$ cat config.mk
export PLATFORM = sky130hd
export DESIGN_NAME = sram_port_ctrl
export DESIGN_NICKNAME = d
export VERILOG_FILES = /design/src/rtl/sram_ctrl_pkg.sv /design/src/rtl/sram_rsp_fifo.sv /design/src/rtl/sram_port_ctrl.sv
export SDC_FILE = /design/constraint.sdc
export NUM_CORES = 1
export LEC_CHECK = 0
export BUFFER_PORTS_ARGS = -buffer_cell sky130_fd_sc_hd__buf_2
export CORE_ASPECT_RATIO = 2
export CORE_MARGIN = 10
export CORE_UTILIZATION = 52
export CTS_CLUSTER_DIAMETER = 100
export DETAILED_ROUTE_END_ITERATION = 10
export HOLD_SLACK_MARGIN = 0.12
export PLACE_DENSITY = 0.81
export REMOVE_ABC_BUFFERS = 1
export SLEW_MARGIN = 40
export SYNTH_ARGS = -nofsm -noshare
export SYNTH_HDL_FRONTEND = slang
export SYNTH_HIERARCHICAL = 1
export SYNTH_SLANG_ARGS = --single-unit
export TNS_END_PERCENT = 5
$ cat constraint.sdc
create_clock -name clk -period 2.3 [get_ports clk]
set_input_delay 0.23 -clock clk [delete_from_list [all_inputs] [get_ports clk]]
set_output_delay 0.23 -clock clk [all_outputs]
set_load 0.05 [all_outputs]
$ cat src/rtl/sram_ctrl_pkg.sv
// ---------------------------------------------------------------------------
// sram_ctrl_pkg
// Shared types and default widths for the SRAM request-side controller.
//   grant_e        : which access (if any) is issued to the SRAM this cycle
//   SRAM_DATA_W    : default SRAM word width
//   SRAM_ADDR_W    : default SRAM address width
//   sram_wr_req_t  : write request payload at default widths
//   sram_rd_req_t  : read request payload at default widths
//   sat_inc32      : saturating 32-bit increment used by the perf counters
// ---------------------------------------------------------------------------
package sram_ctrl_pkg;

    localparam int SRAM_DATA_W = 64;
    localparam int SRAM_ADDR_W = 10;

    typedef enum logic [1:0] {
        GNT_NONE = 2'd0,
        GNT_WR   = 2'd1,
        GNT_RD   = 2'd2
    } grant_e;

    typedef struct packed {
        logic [SRAM_ADDR_W-1:0] addr;
        logic [SRAM_DATA_W-1:0] data;
    } sram_wr_req_t;

    typedef struct packed {
        logic [SRAM_ADDR_W-1:0] addr;
    } sram_rd_req_t;

    function automatic logic [31:0] sat_inc32(input logic [31:0] v);
        return (v == 32'hFFFF_FFFF) ? v : v + 32'd1;
    endfunction

endpackage

$ cat src/rtl/sram_rsp_fifo.sv
// ---------------------------------------------------------------------------
// sram_rsp_fifo
// Small response FIFO holding SRAM read returns until the consumer takes them.
// Depth need not be a power of two; pointers wrap modulo DEPTH.
// Ports:
//   clk, rst_n     : clock, asynchronous active-low reset (empties the FIFO)
//   push_i         : write push_data_i into the tail at the end of the cycle
//   push_data_i    : data to store
//   pop_i          : consumer takes the head this cycle (ignored when empty)
//   head_data_o    : head entry, straight from the storage register
//   head_valid_o   : FIFO not empty
//   count_o        : number of stored entries
// Push and pop may occur together at any fill level, including full.
// ---------------------------------------------------------------------------
module sram_rsp_fifo #(
    parameter int DATA_W = 64,
    parameter int DEPTH  = 3,
    localparam int CNT_W = $clog2(DEPTH + 1),
    localparam int PTR_W = (DEPTH > 1) ? $clog2(DEPTH) : 1
) (
    input  logic              clk,
    input  logic              rst_n,
    input  logic              push_i,
    input  logic [DATA_W-1:0] push_data_i,
    input  logic              pop_i,
    output logic [DATA_W-1:0] head_data_o,
    output logic              head_valid_o,
    output logic [CNT_W-1:0]  count_o
);

    logic [DATA_W-1:0] mem_q [DEPTH];
    logic [PTR_W-1:0]  wptr_q, rptr_q;
    logic [CNT_W-1:0]  count_q, count_d;
    logic              do_pop;

    function automatic logic [PTR_W-1:0] ptr_inc(input logic [PTR_W-1:0] p);
        return (p == PTR_W'(DEPTH - 1)) ? '0 : p + PTR_W'(1);
    endfunction

    assign do_pop = pop_i && (count_q != '0);

    always_comb begin
        count_d = count_q;
        unique case ({push_i, do_pop})
            2'b10:   count_d = count_q + CNT_W'(1);
            2'b01:   count_d = count_q - CNT_W'(1);
            default: count_d = count_q;
        endcase
    end

    // When full, wptr == rptr: a simultaneous push overwrites the slot being
    // popped, which becomes the new tail once the head advances.
    always_ff @(posedge clk or negedge rst_n) begin
        if (!rst_n) begin
            for (int i = 0; i < DEPTH; i++) begin
                mem_q[i] <= '0;
            end
            wptr_q  <= '0;
            rptr_q  <= '0;
            count_q <= '0;
        end else begin
            if (push_i) begin
                mem_q[wptr_q] <= push_data_i;
                wptr_q        <= ptr_inc(wptr_q);
            end
            if (do_pop) begin
                rptr_q <= ptr_inc(rptr_q);
            end
            count_q <= count_d;
        end
    end

    assign head_data_o  = mem_q[rptr_q];
    assign head_valid_o = (count_q != '0);
    assign count_o      = count_q;

`ifndef SYNTHESIS
    property p_no_overflow;
        @(posedge clk) disable iff (!rst_n)
            !(push_i && !do_pop && (count_q == CNT_W'(DEPTH)));
    endproperty
    assert property (p_no_overflow)
        else $error("sram_rsp_fifo: push into full fifo without pop");
`endif

endmodule

$ cat src/rtl/sram_port_ctrl.sv
// ---------------------------------------------------------------------------
// sram_port_ctrl
// Request-side controller for a single-port SRAM macro wrapper. Merges a write
// request stream and a read request stream into at most one SRAM access per
// cycle and buffers read returns in a response FIFO.
//
// Handshakes: every stream uses valid/ready. A transfer happens on a rising
// edge where valid && ready are both high; the source holds valid and payload
// stable until that edge. wr_ready_o/rd_ready_o may depend on the valids.
//
// Ports:
//   clk, rst_n                 : clock, asynchronous active-low reset
//   wr_valid_i/wr_ready_o      : write request handshake
//   wr_addr_i, wr_data_i       : write payload
//   rd_valid_i/rd_ready_o      : read request handshake
//   rd_addr_i                  : read payload
//   rsp_valid_o/rsp_ready_i    : read response handshake
//   rsp_data_o                 : read data, in request order
//   sram_cen_n_o, sram_gwen_o  : SRAM enable (low active), 0=write / 1=read
//   sram_addr_o, sram_data_in_o: SRAM address and write data
//   sram_data_out_i            : SRAM read data, valid the cycle after issue
//
// Optional: define SRAM_PORT_CTRL_PERF_EN to add saturating 32-bit counters
//   perf_rd_cnt_o, perf_wr_cnt_o, perf_stall_cnt_o.
// ---------------------------------------------------------------------------
module sram_port_ctrl
    import sram_ctrl_pkg::*;
#(
    parameter int DATA_W    = SRAM_DATA_W,
    parameter int ADDR_W    = SRAM_ADDR_W,
    parameter int RSP_DEPTH = 3
) (
    input  logic              clk,
    input  logic              rst_n,
    input  logic              wr_valid_i,
    output logic              wr_ready_o,
    input  logic [ADDR_W-1:0] wr_addr_i,
    input  logic [DATA_W-1:0] wr_data_i,
    input  logic              rd_valid_i,
    output logic              rd_ready_o,
    input  logic [ADDR_W-1:0] rd_addr_i,
    output logic              rsp_valid_o,
    input  logic              rsp_ready_i,
    output logic [DATA_W-1:0] rsp_data_o,
    output logic              sram_cen_n_o,
    output logic              sram_gwen_o,
    output logic [ADDR_W-1:0] sram_addr_o,
    output logic [DATA_W-1:0] sram_data_in_o,
    input  logic [DATA_W-1:0] sram_data_out_i
`ifdef SRAM_PORT_CTRL_PERF_EN
    ,
    output logic [31:0]       perf_rd_cnt_o,
    output logic [31:0]       perf_wr_cnt_o,
    output logic [31:0]       perf_stall_cnt_o
`endif
);

    localparam int CNT_W = $clog2(RSP_DEPTH + 1);

    typedef struct packed {
        logic [ADDR_W-1:0] addr;
        logic [DATA_W-1:0] data;
    } wr_req_t;

    typedef struct packed {
        logic [ADDR_W-1:0] addr;
    } rd_req_t;

    wr_req_t          wr_req;
    rd_req_t          rd_req;
    grant_e           grant;
    grant_e           last_grant_q, last_grant_d;
    logic             rd_inflight_q, rd_inflight_d;
    logic [CNT_W-1:0] fifo_count;
    logic [CNT_W:0]   credit_used;
    logic             rd_ok;

    assign wr_req.addr = wr_addr_i;
    assign wr_req.data = wr_data_i;
    assign rd_req.addr = rd_addr_i;

    // A read may issue only if its return is guaranteed a FIFO slot. Built
    // from registered state only, so rsp_ready_i never reaches rd_ready_o.
    assign credit_used = {1'b0, fifo_count} + {{CNT_W{1'b0}}, rd_inflight_q};
    assign rd_ok       = credit_used < (CNT_W + 1)'(RSP_DEPTH);

    // Grant is gated by rst_n so no access or ready is seen while in reset.
    always_comb begin
        grant = GNT_NONE;
        if (rst_n) begin
            if (wr_valid_i && rd_valid_i && rd_ok) begin
                grant = (last_grant_q == GNT_WR) ? GNT_RD : GNT_WR;
            end else if (wr_valid_i) begin
                grant = GNT_WR;
            end else if (rd_valid_i && rd_ok) begin
                grant = GNT_RD;
            end
        end
    end

    always_comb begin
        sram_cen_n_o   = 1'b1;
        sram_gwen_o    = 1'b1;
        sram_addr_o    = '0;
        sram_data_in_o = '0;
        unique case (grant)
            GNT_WR: begin
                sram_cen_n_o   = 1'b0;
                sram_gwen_o    = 1'b0;
                sram_addr_o    = wr_req.addr;
                sram_data_in_o = wr_req.data;
            end
            GNT_RD: begin
                sram_cen_n_o = 1'b0;
                sram_addr_o  = rd_req.addr;
            end
            default: ;
        endcase
    end

    assign wr_ready_o = (grant == GNT_WR);
    assign rd_ready_o = (grant == GNT_RD);

    assign last_grant_d  = (grant != GNT_NONE) ? grant : last_grant_q;
    assign rd_inflight_d = (grant == GNT_RD);

    always_ff @(posedge clk or negedge rst_n) begin
        if (!rst_n) begin
            last_grant_q  <= GNT_RD;
            rd_inflight_q <= 1'b0;
        end else begin
            last_grant_q  <= last_grant_d;
            rd_inflight_q <= rd_inflight_d;
        end
    end

    // The read issued last cycle has its data on sram_data_out_i now.
    sram_rsp_fifo #(
        .DATA_W (DATA_W),
        .DEPTH  (RSP_DEPTH)
    ) u_rsp_fifo (
        .clk          (clk),
        .rst_n        (rst_n),
        .push_i       (rd_inflight_q),
        .push_data_i  (sram_data_out_i),
        .pop_i        (rsp_ready_i),
        .head_data_o  (rsp_data_o),
        .head_valid_o (rsp_valid_o),
        .count_o      (fifo_count)
    );

`ifdef SRAM_PORT_CTRL_PERF_EN
    logic [31:0] perf_rd_q, perf_wr_q, perf_stall_q;

    always_ff @(posedge clk or negedge rst_n) begin
        if (!rst_n) begin
            perf_rd_q    <= '0;
            perf_wr_q    <= '0;
            perf_stall_q <= '0;
        end else begin
            if (grant == GNT_RD) begin
                perf_rd_q <= sat_inc32(perf_rd_q);
            end
            if (grant == GNT_WR) begin
                perf_wr_q <= sat_inc32(perf_wr_q);
            end
            if (rd_valid_i && !rd_ok) begin
                perf_stall_q <= sat_inc32(perf_stall_q);
            end
        end
    end

    assign perf_rd_cnt_o    = perf_rd_q;
    assign perf_wr_cnt_o    = perf_wr_q;
    assign perf_stall_cnt_o = perf_stall_q;
`endif

endmodule

==> flow_summary.json <==
{
  "numCtsBuffers": 18,
  "route.met2.wl_um": 18230,
  "antenna_violations_before_repair": 6,
  "final_number_of_hold_violating_endpoints": 0,
  "setup.reg_to_reg.worst_slack_ns": 0.13,
  "critical_path_peak_fanout": 15,
  "firstDrtPassIters": 4,
  "violations": "negative setup slack",
  "power.density_nw_per_um2": 1440,
  "initialDrtViolationCount": 578,
  "grt-ovfl-total": 0,
  "nNetsFinal": 1291,
  "syn2layout_area_growth_pct": 42.63,
  "routed_via_density": 5.540,
  "synth_edf_count": 0,
  "dp_worst_setup_slack_ns": -0.1217,
  "final_max_slew_viol_count": 0,
  "clock_path_buffers": 3,
  "drtAntennaViolNets": 0,
  "async_reset_ff_share_pct": 100.0,
  "fin_worst_hold_slack_ns": 0.1504,
  "placedInstanceArea_um2": 11790,
  "dr.max_layer_used": "met5",
  "worstSkewPairLatency_ns": 0.48,
  "fp.dieArea_um2": 25170,
  "regToRegStartpoint": "rd_inflight_q",
  "drc": 0,
  "post-route-period-util_pct": 123.2,
  "worstPathRequired_ns": 2.07,
  "result_of_the_run": "complete, but fails checks",
  "detail_route.wirelength.met1_um": 12930,
  "skew_ns": 0.01826,
  "floorplan.rows": 71,
  "achievable-frequency_mhz": 353.0,
  "synth-seq-area-share_pct": 51.09,
  "critPathArrivalTime_ns": 2.60,
  "cts_root_buffer": "sky130_fd_sc_hd__clkbuf_16",
  "timing.final.setup_violations": 78,
  "syn-instance-count": 762,
  "wire_length_per_cell_um": 25.01,
  "total_leakage_power_nw": 6.674,
  "setup_tns_ns": -37.07,
  "critPathCaptureType": "output port",
  "dieHeight_um": 214.6,
  "syn_area_cell_um2": 12.92,
  "synthesis.yosys.warnings": 6,
  "drive_above_1_share_pct": 58.28,
  "synth_ff_type": "sky130_fd_sc_hd__dfrtp_1",
  "number_of_synthesized_register_bits": 201,
  "cap_viol_max_count": 0,
  "rr_worst_depth": 7,
  "capture_point_of_the_worst_reg_to_reg_path": "u_rsp_fifo/mem_q[0]",
  "post-route-min-period_ns": 2.833,
  "portbufs": 295,
  "rd_place_congestion": 0.8673,
  "final.setup.worst_slack_ns": -0.5328,
  "grt_start_max_net_pins": 137,
  "unrepaired_setup_endpoints_after_global_routing": "yes",
  "layout.cell_area.non_filler_um2": 14040,
  "first_global_vias": 8743,
  "grt_pass1_wl_um": 51610,
  "chipWidth_um": 117.3,
  "io_count": 296,
  "clkTransAtPathRegs_ns": 0.07,
  "syn_area_um2": 9847,
  "htree_num_levels": 1,
  "synth.lib_cells_used.distinct": 31,
  "met3_length_um": 2522,
  "route.vias.total": 7750,
  "relSlewSlack_pct": 47.94,
  "grt_util_all_layers_pct": 25.75,
  "core_region_area_um2": 18740,
  "setup.worst_path.start_class": "register",
  "wl_um": 34990,
  "total_power_mw": 20.22,
  "min_path_type": "in2async",
  "tritoncts": "yes",
  "maximum_ir_drop_on_the_vdd_rail_mv": 0.8498,
  "criticalPathCategory": "reg2out",
  "clock_sinks": 201,
  "dp_hpwl_um": 20930,
  "floorplan.initialDensity_pct": 52.53,
  "tightest_slew_ns": 0.7809
}
-- layout by cell type (no fill, tap or decap), types with 3 or more instances in the layout --
master,netlist,final
sky130_fd_sc_hd__ha_1,7,3
sky130_fd_sc_hd__clkbuf_8,0,4
sky130_fd_sc_hd__dlygate4sd3_1,0,65
sky130_fd_sc_hd__a22oi_2,0,8
sky130_fd_sc_hd__nor2b_4,1,3
sky130_fd_sc_hd__buf_12,7,26
sky130_fd_sc_hd__mux2i_1,64,64
sky130_fd_sc_hd__dfrtp_1,200,198
sky130_fd_sc_hd__and2_4,0,64
sky130_fd_sc_hd__buf_8,0,8
sky130_fd_sc_hd__clkbuf_16,0,21
sky130_fd_sc_hd__nor2_2,0,8
sky130_fd_sc_hd__nand2_1,68,67
sky130_fd_sc_hd__buf_2,25,211
sky130_fd_sc_hd__clkinv_2,0,5
sky130_fd_sc_hd__o21ai_0,66,64
sky130_fd_sc_hd__mux2_2,133,133
sky130_fd_sc_hd__ha_4,0,3
sky130_fd_sc_hd__inv_1,7,3
sky130_fd_sc_hd__diode_2,0,3
sky130_fd_sc_hd__mux2_4,60,60
sky130_fd_sc_hd__buf_4,6,21
sky130_fd_sc_hd__buf_6,5,65
-- critical path, cell delays in order, from the launching register on --
cell and delay [ns]:
sky130_fd_sc_hd__dfrtp_1 0.39, sky130_fd_sc_hd__ha_2 0.21, sky130_fd_sc_hd__ha_4 0.18, sky130_fd_sc_hd__nor2b_4 0.16, sky130_fd_sc_hd__buf_6 0.12, sky130_fd_sc_hd__a31o_4 0.20, sky130_fd_sc_hd__inv_4 0.05, sky130_fd_sc_hd__ha_4 0.18
sky130_fd_sc_hd__buf_12 0.15, sky130_fd_sc_hd__buf_16 0.15, sky130_fd_sc_hd__and2_4 0.15, sky130_fd_sc_hd__buf_12 0.14
-- power by group --
part | internal, mW | leakage (nW) | switching (mW) | total, mW
logic | 4.03 | 4.00 | 6.81 | 10.8
registers | 5.32 | 2.38 | 1.05 | 6.38
clock network | 1.71 | 0.295 | 1.29 | 3.01
-- metrics by stage --
step	util, %	instances
after floorplan	-	709
after global placement	62.90	1283
after detailed placement	62.90	1283
after CTS	73.61	1391
after global routing	74.93	1399
final	74.93	1399
-- cell usage after synthesis (2+ instances only) --
library cell               count  share of area, %
sky130_fd_sc_hd__o21ai_0      66               3.4
sky130_fd_sc_hd__mux2_2      133                15
sky130_fd_sc_hd__nand2_1      68               2.6
sky130_fd_sc_hd__clkbuf_1     10              0.38
sky130_fd_sc_hd__a21o_1        2              0.15
sky130_fd_sc_hd__nor3_1        2              0.10
sky130_fd_sc_hd__nor2_1       11              0.42
sky130_fd_sc_hd__dfrtp_1     200                51
sky130_fd_sc_hd__ha_1          7              0.89
sky130_fd_sc_hd__and2_1       64               4.1
sky130_fd_sc_hd__mux2i_1      64               6.5
sky130_fd_sc_hd__o21ai_2       2              0.18
sky130_fd_sc_hd__buf_4         6              0.46
sky130_fd_sc_hd__inv_1         7              0.27
sky130_fd_sc_hd__buf_12        7               1.4
sky130_fd_sc_hd__mux2_4       60               9.1
sky130_fd_sc_hd__xnor2_1       2              0.18
sky130_fd_sc_hd__buf_6         5              0.57
sky130_fd_sc_hd__a22oi_1      10              0.76
sky130_fd_sc_hd__buf_2        25               1.3
-- area by class of cell --
type	instances	area (um^2)
fillers	1091	4700
diodes	3	7.507
flip-flops and latches	201	5036
well taps	255	319.1
inverters	8	40.04
clock inverters	7	63.81
clock buffers	23	520.5
multi-input cells	500	4695
repair buffers	402	3363
-- kinds of logic after synthesis --
logic type / synth area share [%]
AOI/OAI and AO/OA: 4.778
muxes: 30.86
xor gates and xnor gates: 0.2669
DFF: 51.09
buffers and inverters: 4.409
and+or+nand+nor: 7.700
adders and majority gates: 0.8894
-- per-layer routing --
| metal | GRT usage (%) | vias up |
|---|---|---|
| met4 | 10.57 | 4 |
| li1 | - | 3364 |
| met5 | 0 | - |
| met2 | 44.86 | 383 |
| met3 | 6.723 | 76 |
| met1 | 29.05 | 3923 |
-- registers in the layout, summed over array words and instances (netlist names) --
name                count
last_grant_q            2
rd_inflight_q           1
u_rsp_fifo/count_o      2
u_rsp_fifo/rptr_q       2
u_rsp_fifo/mem_q      192
u_rsp_fifo/wptr_q       2
-- worst max path at each step --
stage	startpoint	end	slack, ns	depth (start not counted)
2_1_floorplan	u_rsp_fifo/wptr_q[0]	u_rsp_fifo/mem_q[128]	-3.26	2
3_3_place_gp	rd_inflight_q	sram_addr_o[9]	-0.02	9
3_5_place_dp	rd_inflight_q	sram_addr_o[9]	-0.12	9
4_1_cts	rd_inflight_q	sram_data_in_o[50]	-0.45	10
5_1_grt	u_rsp_fifo/count_o[0]	sram_data_in_o[31]	-0.57	11
6_report	u_rsp_fifo/count_o[0]	sram_data_in_o[31]	-0.53	11
-- repair_timing --
item                                    in CTS  in global routing
pin swaps                                    7                 14
hold endpoints to repair                   327                  0
endpoints found under the setup margin      83                 80
hold buffers                                65                  0
setup buffers                               10                  4
cloned                                       3                  4
resized for setup                          186                 75
(Power assumes the default switching activity.)
